$ cat config.mk
export PLATFORM = sky130hd
export DESIGN_NAME = axis_stream_reduce
export DESIGN_NICKNAME = d
export VERILOG_FILES = /design/src/rtl/axis_reduce_pkg.sv /design/src/rtl/axis_reduce_acc.sv /design/src/rtl/axis_stream_reduce.sv
export SDC_FILE = /design/constraint.sdc
export NUM_CORES = 1
export LEC_CHECK = 0
export ABC_AREA = 1
export BUFFER_PORTS_ARGS = -buffer_cell sky130_fd_sc_hd__buf_2
export CELL_PAD_IN_SITES_DETAIL_PLACEMENT = 1
export CELL_PAD_IN_SITES_GLOBAL_PLACEMENT = 1
export CORE_MARGIN = 2
export CORE_UTILIZATION = 40
export DETAILED_ROUTE_END_ITERATION = 8
export GPL_TIMING_DRIVEN = 1
export PLACE_DENSITY = 0.8
export SYNTH_ARGS = -nofsm -noshare
export SYNTH_HDL_FRONTEND = slang
export SYNTH_HIERARCHICAL = 1
export SYNTH_SLANG_ARGS = --single-unit
$ cat constraint.sdc
create_clock -name CLK -period 5.3 [get_ports CLK]
set_clock_uncertainty 0.05 [all_clocks]
set_input_delay 0.265 -clock CLK [delete_from_list [all_inputs] [get_ports CLK]]
set_output_delay 0.265 -clock CLK [all_outputs]
set_load 0.01 [all_outputs]
$ cat src/rtl/axis_reduce_pkg.sv
// Shared types and constants for the AXI4-Stream packet reducer.
// Result words leave in the order count, sum, min, max.
package axis_reduce_pkg;

    typedef enum logic {
        ACCUM = 1'b0,
        EMIT  = 1'b1
    } state_t;

    localparam logic [1:0] WORD_CNT  = 2'd0;
    localparam logic [1:0] WORD_SUM  = 2'd1;
    localparam logic [1:0] WORD_MIN  = 2'd2;
    localparam logic [1:0] WORD_MAX  = 2'd3;
    localparam logic [1:0] WORD_LAST = 2'd3;

    localparam logic [31:0] MIN_INIT = '1;

endpackage

$ cat src/rtl/axis_reduce_acc.sv
// Per-packet accumulators: byte-strobe masking and the count/sum/min/max registers.
// The beat_* outputs include the current beat, so a TLAST beat can be latched directly.
module axis_reduce_acc
    import axis_reduce_pkg::*;
#(
    parameter int DATA_W = 32,
    parameter int CNT_W  = 16
) (
    input  logic                  CLK,
    input  logic                  RST_N,
    input  logic                  clear,
    input  logic                  update,
    input  logic [DATA_W-1:0]     data,
    input  logic [DATA_W/8-1:0]   strb,
    output logic [CNT_W-1:0]      beat_count,
    output logic [DATA_W-1:0]     beat_sum,
    output logic [DATA_W-1:0]     beat_min,
    output logic [DATA_W-1:0]     beat_max
);

    localparam logic [DATA_W-1:0] MinReset = DATA_W'(MIN_INIT);

    logic [DATA_W-1:0] masked;
    logic              beat_live;
    logic [CNT_W-1:0]  count_q, count_next;
    logic [DATA_W-1:0] sum_q, sum_next;
    logic [DATA_W-1:0] min_q, min_next;
    logic [DATA_W-1:0] max_q, max_next;

    always_comb begin
        masked = '0;
        for (int b = 0; b < DATA_W/8; b++) begin
            masked[b*8 +: 8] = strb[b] ? data[b*8 +: 8] : 8'h00;
        end
    end

    // A beat with no strobes set carries no data and leaves the statistics untouched.
    assign beat_live  = update && (strb != '0);
    assign count_next = (count_q == '1) ? count_q : count_q + CNT_W'(1);
    assign sum_next   = sum_q + masked;
    assign min_next   = (masked < min_q) ? masked : min_q;
    assign max_next   = (masked > max_q) ? masked : max_q;

    assign beat_count = beat_live ? count_next : count_q;
    assign beat_sum   = beat_live ? sum_next   : sum_q;
    assign beat_min   = beat_live ? min_next   : min_q;
    assign beat_max   = beat_live ? max_next   : max_q;

    always_ff @(posedge CLK or negedge RST_N) begin
        if (!RST_N) begin
            count_q <= '0;
            sum_q   <= '0;
            min_q   <= MinReset;
            max_q   <= '0;
        end else if (clear) begin
            count_q <= '0;
            sum_q   <= '0;
            min_q   <= MinReset;
            max_q   <= '0;
        end else if (beat_live) begin
            count_q <= count_next;
            sum_q   <= sum_next;
            min_q   <= min_next;
            max_q   <= max_next;
        end
    end

endmodule

$ cat src/rtl/axis_stream_reduce.sv
// AXI4-Stream slave reducing each TLAST-delimited packet to a 4-word result packet
// (count, sum, min, max); input is stalled while the result is being emitted.
module axis_stream_reduce
    import axis_reduce_pkg::*;
#(
    parameter int DATA_W = 32,
    parameter int CNT_W  = 16
) (
    input  logic                  CLK,
    input  logic                  RST_N,
    input  logic [DATA_W-1:0]     S_AXIS_TDATA,
    input  logic [DATA_W/8-1:0]   S_AXIS_TSTRB,
    input  logic                  S_AXIS_TKEEP,
    input  logic                  S_AXIS_TLAST,
    input  logic                  S_AXIS_TVALID,
    output logic                  S_AXIS_TREADY,
    output logic [DATA_W-1:0]     M_AXIS_TDATA,
    output logic [DATA_W/8-1:0]   M_AXIS_TSTRB,
    output logic                  M_AXIS_TLAST,
    output logic                  M_AXIS_TVALID,
    input  logic                  M_AXIS_TREADY
);

    state_t            state_q, state_d;
    logic [1:0]        word_idx_q, word_idx_d;
    logic              s_ready_q;
    logic              in_fire, last_fire, out_fire;
    logic [CNT_W-1:0]  beat_count, res_count;
    logic [DATA_W-1:0] beat_sum, beat_min, beat_max;
    logic [DATA_W-1:0] res_sum, res_min, res_max;
    logic              unused_keep;

    assign unused_keep = S_AXIS_TKEEP;

    assign in_fire   = S_AXIS_TVALID && s_ready_q;
    assign last_fire = in_fire && S_AXIS_TLAST;
    assign out_fire  = (state_q == EMIT) && M_AXIS_TREADY;

    axis_reduce_acc #(
        .DATA_W (DATA_W),
        .CNT_W  (CNT_W)
    ) u_acc (
        .CLK        (CLK),
        .RST_N      (RST_N),
        .clear      (last_fire),
        .update     (in_fire),
        .data       (S_AXIS_TDATA),
        .strb       (S_AXIS_TSTRB),
        .beat_count (beat_count),
        .beat_sum   (beat_sum),
        .beat_min   (beat_min),
        .beat_max   (beat_max)
    );

    // Ready is registered so it stays low through reset and rises one edge after release.
    always_ff @(posedge CLK or negedge RST_N) begin
        if (!RST_N) begin
            state_q    <= ACCUM;
            word_idx_q <= WORD_CNT;
            s_ready_q  <= 1'b0;
        end else begin
            state_q    <= state_d;
            word_idx_q <= word_idx_d;
            s_ready_q  <= (state_d == ACCUM);
        end
    end

    always_ff @(posedge CLK or negedge RST_N) begin
        if (!RST_N) begin
            res_count <= '0;
            res_sum   <= '0;
            res_min   <= '0;
            res_max   <= '0;
        end else if (last_fire) begin
            res_count <= beat_count;
            res_sum   <= beat_sum;
            res_min   <= beat_min;
            res_max   <= beat_max;
        end
    end

    always_comb begin
        state_d    = state_q;
        word_idx_d = word_idx_q;
        case (state_q)
            ACCUM: begin
                if (last_fire) begin
                    state_d    = EMIT;
                    word_idx_d = WORD_CNT;
                end
            end
            EMIT: begin
                if (out_fire) begin
                    if (word_idx_q == WORD_LAST) begin
                        state_d    = ACCUM;
                        word_idx_d = WORD_CNT;
                    end else begin
                        word_idx_d = word_idx_q + 2'd1;
                    end
                end
            end
            default: begin
                state_d    = ACCUM;
                word_idx_d = WORD_CNT;
            end
        endcase
    end

    always_comb begin
        S_AXIS_TREADY = s_ready_q;
        M_AXIS_TVALID = 1'b0;
        M_AXIS_TSTRB  = '0;
        M_AXIS_TLAST  = 1'b0;
        M_AXIS_TDATA  = '0;
        if (state_q == EMIT) begin
            M_AXIS_TVALID = 1'b1;
            M_AXIS_TSTRB  = '1;
            M_AXIS_TLAST  = (word_idx_q == WORD_LAST);
            case (word_idx_q)
                WORD_CNT: M_AXIS_TDATA = DATA_W'(res_count);
                WORD_SUM: M_AXIS_TDATA = res_sum;
                WORD_MIN: M_AXIS_TDATA = res_min;
                WORD_MAX: M_AXIS_TDATA = res_max;
                default:  M_AXIS_TDATA = '0;
            endcase
        end
    end

endmodule

==> impl_metrics.json, run 1 <==
{
  "status": "finished clean",
  "dr_total_vias": 13800,
  "path_delay_family": "simple AND/OR/NAND/NOR gates",
  "drt_pass1_iterations": 5,
  "clock-root-buffer": "clkbuf_16",
  "synth-compound-area-share": 0.0706,
  "async_reset_ff_frac": 1.00,
  "wirelength_mm": 46.6,
  "cts_tree": "done",
  "ios": 81,
  "yosys.area_share.simple": 0.332,
  "drive_gt1_frac": 0.0890,
  "path_class": "reg -> reg",
  "clock-sinks": 228,
  "path_common_cell": "nand2_1",
  "via_per_inst": 5.23,
  "period_share": 0.696,
  "crit_path_max_fanout": 33,
  "dieArea_mm2": 0.0382,
  "cts_resized": 0,
  "syn_to_final_growth_pct": 10.4,
  "ys_seq_area_frac": 0.392,
  "cp_num_buf_inv": 3,
  "dpl_cell_area_mm2": 0.0153,
  "antenna_found_initial": 0,
  "synth_top_area_frac": 0.335,
  "rsz0062_at_grt": "no",
  "p_leak_nw": 9.41,
  "yosys.area_share.xor_xnor": 0.0149,
  "max_stage_delay_ns": 0.75,
  "p_per_area_mw_per_mm2": 570,
  "numCtsBuffers": 25,
  "syn_area_per_cell_um2": 6.92,
  "drtIter0Drc": 606,
  "drc": 0,
  "htree_levels": 1,
  "dpl.hpwl_mm": 33.3,
  "start_util": 0.403,
  "syn_inst": 2119,
  "place_congestion": 0.897,
  "die_x_um": 195,
  "max_cap_violations": 0,
  "synth.area.top_cells": "dfrtp_1, nand2_1, ha_1",
  "cp-end-kind": "flip-flop",
  "fin_crit_ns": 3.69,
  "ys_ff_latch": 228,
  "grt_pass1_wl_mm": 76.5,
  "yosysTopAreaCell": "dfrtp_1",
  "startpoint_type": "flip-flop",
  "num_rows": 70,
  "slew_headroom": 0.328,
  "synth-edff-count": 0,
  "fp.coreArea_mm2": 0.0363,
  "vdd_ir_drop_max_uv": 269,
  "finish.instance_area_mm2": 0.0162,
  "ant_nets": 0,
  "synth_top_family_by_area": "simple AND/OR/NAND/NOR gates",
  "synthFlopType": "dfrtp_1",
  "setup_violations": 0,
  "wl_per_cell_um": 17.7,
  "setup_tns_ns": 0,
  "port_buffers": 79,
  "grt_pass1_vias": 14800,
  "hold_viol_final": 0,
  "path_cells": "inv_1 -> ha_1 -> nand2_1 -> nor2_1 -> nand4_1 -> nor3_1 -> nand4_1 -> nand2_1 -> inv_2 -> nand2_4 -> nand2_1 -> nand2_1 -> inv_1 -> nand2_1 -> nand2_1",
  "synthAdderAreaFrac": 0.0833,
  "hp-class": "in -> reg",
  "synthTopCellsByCount": "nand2_1, inv_1, dfrtp_1",
  "yosysMostFrequentCell": "nand2_1",
  "tightest_slew_ns": 1.01,
  "synth_area_mm2": 0.0147,
  "synth_cell_type_count": 43,
  "track_usage": 0.250,
  "fp.dieH_um": 195,
  "grt_max_degree": 133,
  "required_ns": 5.68,
  "power.total_mw": 9.23,
  "insertion_delay_ns": 0.55,
  "slowest_stage": "nor3_1",
  "ys_warn_count": 6,
  "muxShareOfSynthArea": 0,
  "fmax_mhz": 271,
  "synth_nets": 2258,
  "arrival_ns": 4.07,
  "clkTransAtPathRegs_ns": 0.06,
  "fillers": 4735,
  "report.final.slew_viol_count": 0,
  "fin_nets": 2290,
  "clk_path_buf_depth": 3,
  "grt_overflow": 0
}
[worst register-to-register path: stages, from the launching register on]
cell	delay (ns)
dfrtp_1	0.33
inv_1	0.06
ha_1	0.31
nand2_1	0.10
nor2_1	0.18
nand4_1	0.24
nor3_1	0.75
nand4_1	0.23
nand2_1	0.14
inv_2	0.27
nand2_4	0.48
nand2_1	0.12
nand2_1	0.16
inv_1	0.06
nand2_1	0.06
nand2_1	0.06
[metrics by stage]
step           hold slack [ns]  cells  worst slack (ns)   util
5_1_grt                 0.0711   2637              1.35  0.445
2_1_floorplan          -0.0806   2119              3.15      -
3_5_place_dp             0.323   2591              1.49  0.421
4_1_cts                 0.0132   2637              1.75  0.445
3_3_place_gp             0.316   2591              1.63  0.421
6_report                0.0401   2638              1.61  0.445
[metal layers]
metal  GRT usage  wire length (um)  part of all wire
met5           0                 0                 0
met4       0.116              2340             0.050
met3      0.0330              1980             0.042
met2       0.436             22300              0.48
met1       0.307             20000              0.43
[what timing repair did]
item	4_1_cts	5_1_grt
setup endpoints to repair	0	0
endpoints found under the hold margin	93	0
hold buffers	1	0
setup buffers	0	0
[area by class of cell]
type / instances / area [um2] / share of cell area
Clock buffer: 40 / 772 / 0.0477
Tap cell: 468 / 586 / 0.0362
Clock inverter: 5 / 78.8 / 0.00487
Sequential cell: 228 / 5750 / 0.355
Inverter: 299 / 1130 / 0.0697
Antenna cell: 1 / 2.50 / 0.000155
Multi-Input combinational cell: 1509 / 7370 / 0.455
Timing Repair Buffer: 88 / 500 / 0.0309
[registers in the layout (all words and copies together) (netlist names)]
signal / flops
res_max: 32
res_min: 32
res_sum: 32
u_acc/max_q: 32
u_acc/min_q: 32
u_acc/sum_q: 32
res_count: 16
u_acc/count_q: 16
word_idx_q: 2
S_AXIS_TREADY: 1
state_q: 1
[cell families after synthesis]
logic type,Yosys count
adders and majority gates,97
and+or+nand+nor,1195
AOI/OAI and AO/OA,192
DFF,228
buffers and inverters,382
xor gates and xnor gates,25
[cell usage in the layout (no fill, tap or decap), drive strengths merged, types with 6 or more instances in the layout]
cell	Yosys	layout
buf	55	87
or2	14	14
ha	96	96
nor3	18	18
o21ai	64	64
a21o	6	6
clkbuf	28	40
xnor2	10	10
nand4	13	13
o21bai	7	7
inv	298	299
a21oi	105	105
nand2	825	825
dfstp	32	32
nor2	140	140
dfrtp	196	196
nand3	172	172
xor2	15	15
[path summary, 6_finish.rpt]
kind	from	endpoint	slack [ns]	cells past startpoint
hold / removal	M_AXIS_TREADY	word_idx_q[1]$_DFFE_PN0P_	0.04	4
min in group asynchronous	RST_N	u_acc/max_q[5]$_DFF_PN0_	0.30	2
setup / recovery	u_acc/max_q[31]$_DFF_PN0_	res_max[30]$_DFFE_PN0P_	1.61	15
max in group asynchronous	RST_N	u_acc/sum_q[14]$_DFF_PN0_	3.69	3
hold reg to reg	res_sum[2]$_DFFE_PN0P_	res_sum[2]$_DFFE_PN0P_	0.43	2
setup reg to reg	u_acc/max_q[31]$_DFF_PN0_	res_max[30]$_DFFE_PN0P_	1.61	15
[power by group]
part | switching, mW | leakage [nW] | internal, mW
Combinational | 2.95 | 6.16 | 1.43
Sequential | 0.431 | 2.83 | 2.59
Clock | 0.743 | 0.420 | 1.09
Note: power is estimated with default switching activity, not from simulation.
==> inputs of run 2 (changes only) <==
ABC_AREA = 0   (was 1)
PLACE_DENSITY = 0.78   (was 0.8)
clock period = 3 ns   (was 5.3 ns; I/O delays follow)
==> impl_metrics.json, run 2 <==
{
  "status": "finished, violations left",
  "violations": "setup timing",
  "fin_nets": 1814,
  "cp-end-kind": "flip-flop",
  "yosysTopAreaCell": "dfrtp_1",
  "utilization": 0.513,
  "drtIter0Drc": 917,
  "syn_area_per_cell_um2": 9.82,
  "p_per_area_mw_per_mm2": 1020,
  "dpl.hpwl_mm": 34.5,
  "critical_path.endpoint": "res_min[20]$_DFFE_PN0P_",
  "wirelength_mm": 52.3,
  "clock-sinks": 228,
  "startpoint": "u_acc/min_q[14]$_DFF_PN1_",
  "required_ns": 3.39,
  "synth-edff-count": 0,
  "clock-root-buffer": "clkbuf_16",
  "grt_pass1_wl_mm": 77.1,
  "arrival_ns": 3.58,
  "ys_seq_area_frac": 0.400,
  "synth.area.top_cells": "dfrtp_1, ha_1, dfstp_2",
  "grt_overflow": 0,
  "max_cap_violations": 0,
  "synthFlopType": "dfrtp_1",
  "dr_total_vias": 12800,
  "vdd_ir_drop_max_uv": 573,
  "ios": 81,
  "clkTransAtPathRegs_ns": 0.06,
  "diodes": 0,
  "worstReg2RegEnd": "res_min[20]$_DFFE_PN0P_",
  "yosysMostFrequentCell": "dfrtp_1",
  "drt_pass1_iterations": 5,
  "reg2regPathDepth": 13,
  "track_usage": 0.260,
  "path_class": "reg -> reg",
  "synth_cell_type_count": 72,
  "syn_inst": 1463,
  "slew_headroom": 0.578,
  "synth_area_mm2": 0.0144,
  "report.final.slew_viol_count": 0,
  "dieArea_mm2": 0.0375,
  "antenna_found_initial": 0,
  "rsz0062_at_grt": "yes",
  "setup_ws_ns": -0.193,
  "start_util": 0.405,
  "fp.dieH_um": 194,
  "hp-class": "in -> async",
  "grt_max_degree": 70,
  "port_buffers": 79,
  "fp.coreArea_mm2": 0.0355,
  "ys_warn_count": 6,
  "fmax_mhz": 313,
  "htree_levels": 1,
  "startpoint_type": "flip-flop",
  "rrSetupSlack_ns": -0.19,
  "power.total_mw": 18.5,
  "syn_to_final_growth_pct": 26.8,
  "grt_pass1_vias": 13700,
  "ys_ff_latch": 228,
  "synth_top_area_frac": 0.341,
  "hold_viol_final": 0,
  "setup_violations": 60,
  "final_cell_mix": "dfrtp_1, buf_4, a21oi_1, nand2_1, inv_1",
  "period_share": 1.06,
  "cts_tree": "done",
  "clk_path_buf_depth": 3,
  "r2r_start": "u_acc/min_q[14]$_DFF_PN1_",
  "p_leak_nw": 8.99,
  "fin_crit_ns": 3.19,
  "numCtsBuffers": 27,
  "die_x_um": 194,
  "drc": 0,
  "mostFrequentLayoutCell": "dfrtp_1",
  "ant_nets": 0,
  "via_per_inst": 5.94,
  "tightest_slew_ns": 0.633,
  "place_congestion": 0.870,
  "async_reset_ff_frac": 1.00,
  "synthTopCellsByCount": "dfrtp_1, a21oi_1, nand2_1",
  "wl_per_cell_um": 24.3,
  "crit_path_max_fanout": 8,
  "insertion_delay_ns": 0.56,
  "synth_nets": 1602,
  "num_rows": 69,
  "drive_gt1_frac": 0.333
}
[run 2: changes by cell type after synthesis, sizes merged, moves of 42 or more]
cell / delta
a21o: +69
a21oi: +42
inv: -202
mux2: +116
nand2: -716
nand3: -114
nor2: -95
[run 2: kinds of logic (layout without fill, tap and decap cells)]
logic type	after synthesis	after routing	synth area share
AOI/OAI and AO/OA	434	434	0.204
DFF	228	228	0.400
xor gates and xnor gates	33	33	0.0201
muxes	122	122	0.107
buffers and inverters	193	425	0.0576
and+or+nand+nor	354	354	0.125
adders and majority gates	99	99	0.0865
[run 2: layer usage]
metal | share of wire | GRT usage
met1 | 0.40 | 0.316
met2 | 0.49 | 0.444
met3 | 0.047 | 0.0336
met4 | 0.060 | 0.151
met5 | 0 | 0
[run 2: worst max-delay path: stages, from the launching register on]
cell,delay [ns]
dfstp_2,0.52
inv_2,0.04
ha_1,0.29
nand4_1,0.18
nor4_2,0.42
nand2_1,0.14
nand3_2,0.10
a211oi_2,0.05
buf_4,0.15
a221oi_4,0.31
nor2_4,0.18
clkbuf_16,0.22
a21o_1,0.18
mux2_4,0.26
[run 2: area by class of cell]
type / instances / area [um2]
Clock inverter: 13 / 215
Clock buffer: 36 / 769
Fill cell: 3914 / 17300
Timing Repair Buffer: 279 / 2220
Sequential cell: 228 / 5750
Inverter: 97 / 364
Multi-Input combinational cell: 1042 / 8330
Tap cell: 461 / 577
[run 2: what timing repair did]
item | CTS | global route
endpoints found under the setup margin | 87 | 87
endpoints found under the hold margin | 109 | 0
buffers inserted | 9 | 9
resized for setup | 53 | 74
gates cloned | 3 | 3
hold buffers | 5 | 0
pin swaps | 40 | 57
[run 2: worst min-delay path by stage]
stage	startpoint	endpoint	slack [ns]	cells past startpoint
2_1_floorplan	RST_N	S_AXIS_TREADY$_DFF_PN0_	-0.20	0
3_3_place_gp	RST_N	res_max[8]$_DFFE_PN0P_	0.09	1
3_5_place_dp	RST_N	res_max[8]$_DFFE_PN0P_	0.1	1
4_1_cts	S_AXIS_TDATA[5]	u_acc/min_q[5]$_DFF_PN1_	0.06	4
5_1_grt	S_AXIS_TDATA[16]	u_acc/min_q[16]$_DFF_PN1_	0.11	3
6_report	RST_N	res_min[9]$_DFFE_PN0P_	0.08	2
[run 2: where the power goes]
group	switching, mW	total [mW]	internal (mW)
sequential	0.832	5.29	4.46
clock	1.43	3.73	2.30
combinational	5.22	9.47	4.25
total	7.48	18.5	11.0
[run 2: per-stage QoR]
| step | hold WS [ns] | instances | area [um2] | setup WS [ns] | setup TNS (ns) |
|---|---|---|---|---|---|
| after CTS | 0.0596 | 2146 | 17800 | -0.0738 | -0.742 |
| final | 0.0833 | 2156 | 18200 | -0.193 | -7.07 |
| after detailed placement | 0.0971 | 2080 | 16400 | -0.230 | -10.03 |
| after global routing | 0.106 | 2156 | 18200 | -0.249 | -11.49 |
| after global placement | 0.0878 | 2080 | 16400 | -0.169 | -5.32 |
| after floorplan | -0.196 | 1463 | 14400 | 0.0397 | 0 |
==> inputs of run 3 (changes only) <==
PLACE_DENSITY = default   (was 0.78)
PLACE_DENSITY_LB_ADDON = 0.1   (was default)
SETUP_SLACK_MARGIN = 0.15   (was default)
==> impl_metrics.json, run 3 (same netlist as run 2, synthesis figures left out) <==
{
  "via_per_inst": 5.63,
  "syn_to_final_growth_pct": 33.0,
  "hold_viol_final": 0,
  "crit_path_max_fanout": 20,
  "cts_tree": "done",
  "status": "finished, violations left",
  "violations": "setup timing",
  "grt_pass1_vias": 13300,
  "r2r_start": "u_acc/min_q[1]$_DFF_PN1_",
  "required_ns": 3.40,
  "p_leak_nw": 9.26,
  "dr_total_vias": 12400,
  "setup_violations": 19,
  "grt_max_degree": 95,
  "ant_nets": 0,
  "clkTransAtPathRegs_ns": 0.06,
  "drt_pass1_iterations": 5,
  "cp-end-kind": "flip-flop",
  "report.final.slew_viol_count": 0,
  "drc": 0,
  "worstReg2RegEnd": "res_min[23]$_DFFE_PN0P_",
  "startpoint_type": "flip-flop",
  "clk_path_buf_depth": 3,
  "min_to": "u_acc/min_q[12]$_DFF_PN1_",
  "start_util": 0.405,
  "hp-start": "S_AXIS_TDATA[12]",
  "final_cell_mix": "dfrtp_1, buf_4, a21oi_1, nand2_1, inv_1",
  "rrSetupSlack_ns": -0.03,
  "mostFrequentLayoutCell": "dfrtp_1",
  "antenna_found_initial": 0,
  "fp.dieH_um": 194,
  "insertion_delay_ns": 0.58,
  "fin_hold_ws_ns": 0.0615,
  "die_x_um": 194,
  "dieArea_mm2": 0.0375,
  "path_class": "reg -> reg",
  "fin_nets": 1854,
  "vdd_ir_drop_max_uv": 562,
  "rsz0062_at_grt": "yes",
  "p_per_area_mw_per_mm2": 996,
  "fillers": 3862,
  "port_buffers": 79,
  "place_inst": 2100,
  "dpl_cell_area_mm2": 0.0166,
  "num_rows": 69,
  "dpl.hpwl_mm": 35.2,
  "grt_pass1_wl_mm": 78.0,
  "slew_headroom": 0.458,
  "clock-root-buffer": "clkbuf_16",
  "numCtsBuffers": 29,
  "fmax_mhz": 330,
  "wl_per_cell_um": 23.4,
  "grt_overflow": 0,
  "hp-class": "in -> reg",
  "wirelength_mm": 51.4,
  "track_usage": 0.266,
  "place_worst_setup_slack_ns": -0.228,
  "drive_gt1_frac": 0.390,
  "htree_levels": 1,
  "tightest_slew_ns": 0.813,
  "fin_crit_ns": 3.03,
  "clock-sinks": 228,
  "place_congestion": 0.872,
  "max_cap_violations": 0,
  "drtIter0Drc": 574,
  "reg2regPathDepth": 11,
  "final_cells": 2199,
  "setup_ws_ns": -0.0317,
  "arrival_ns": 3.43,
  "ios": 81,
  "power.total_mw": 19.0,
  "finish.instance_area_mm2": 0.0191,
  "fp.coreArea_mm2": 0.0355,
  "period_share": 1.01,
  "whs_path_depth": 4,
  "diodes": 0
}
run 3: changes by cell type in the layout (fill, tap and decap cells not counted), moves of 7 or more:
| cell | previous run | this run |
|---|---|---|
| a21oi_1 | 132 | 122 |
| a21oi_4 | 2 | 10 |
| buf_4 | 165 | 185 |
| buf_6 | 9 | 24 |
| clkbuf_1 | 3 | 12 |
| ha_4 | 17 | 24 |
| nand3_1 | 50 | 26 |
| nand3_2 | 8 | 29 |
| o21ai_0 | 48 | 23 |
| o21ai_1 | 15 | 32 |
| o21ai_2 | 4 | 11 |
run 3: report_power, final:
group / internal (mW) / total (mW) / switching (mW)
sequential: 4.46 / 5.29 / 0.825
combinational: 4.78 / 10.2 / 5.44
clock: 2.11 / 3.53 / 1.42
run 3: critical path, stage by stage (launching register included):
cell and delay [ns]:
dfstp_2 0.52, inv_1 0.06, ha_1 0.29, a21oi_1 0.07
maj3_1 0.36, a21oi_2 0.19, o211ai_1 0.15, a221oi_2 0.41
nor2_4 0.17, buf_12 0.19, a21o_1 0.19, mux2_4 0.25
run 3: metal layers:
layer	track usage	routed length (um)	vias to the layer above	share of wire
li1	-	-	5769	-
met1	0.338	22000	6292	0.43
met2	0.464	25500	230	0.50
met3	0.0309	1570	88	0.031
met4	0.0990	2270	0	0.044
met5	0	0	-	0
run 3: worst max path at each step:
stage	slack [ns]	from	endpoint	cells after the start
floorplan	0.16	u_acc/min_q[25]$_DFF_PN1_	res_min[23]$_DFFE_PN0P_	12
global placement	-0.18	S_AXIS_TSTRB[0]	res_sum[24]$_DFFE_PN0P_	14
detailed placement	-0.23	S_AXIS_TSTRB[0]	res_sum[27]$_DFFE_PN0P_	13
CTS	-0.03	u_acc/min_q[9]$_DFF_PN1_	res_min[23]$_DFFE_PN0P_	13
global route	-0.17	u_acc/min_q[22]$_DFF_PN1_	res_min[16]$_DFFE_PN0P_	12
finish	-0.03	u_acc/min_q[1]$_DFF_PN1_	res_min[23]$_DFFE_PN0P_	11
run 3: layout make-up:
type | count | area (um2) | area share
Tap cell | 461 | 577 | 0.0302
Sequential cell | 228 | 5750 | 0.301
Inverter | 97 | 364 | 0.0190
Clock buffer | 44 | 812 | 0.0425
Multi-Input combinational cell | 1042 | 8880 | 0.465
Clock inverter | 10 | 129 | 0.00674
Timing Repair Buffer | 317 | 2610 | 0.136
run 3: metrics by stage:
step	setup TNS, ns	util
floorplan	0	-
global placement	-4.31	0.466
detailed placement	-8.36	0.466
CTS	-0.322	0.514
global route	-7.03	0.539
finish	-0.305	0.539
run 3: what timing repair did:
| action | CTS | global route |
|---|---|---|
| cloned | 4 | 3 |
| pin swaps | 50 | 72 |
| buffers inserted | 17 | 16 |
| setup endpoints to repair | 91 | 147 |
| hold buffers | 5 | 0 |
| gates resized for setup | 106 | 167 |
| endpoints found under the hold margin | 68 | 0 |
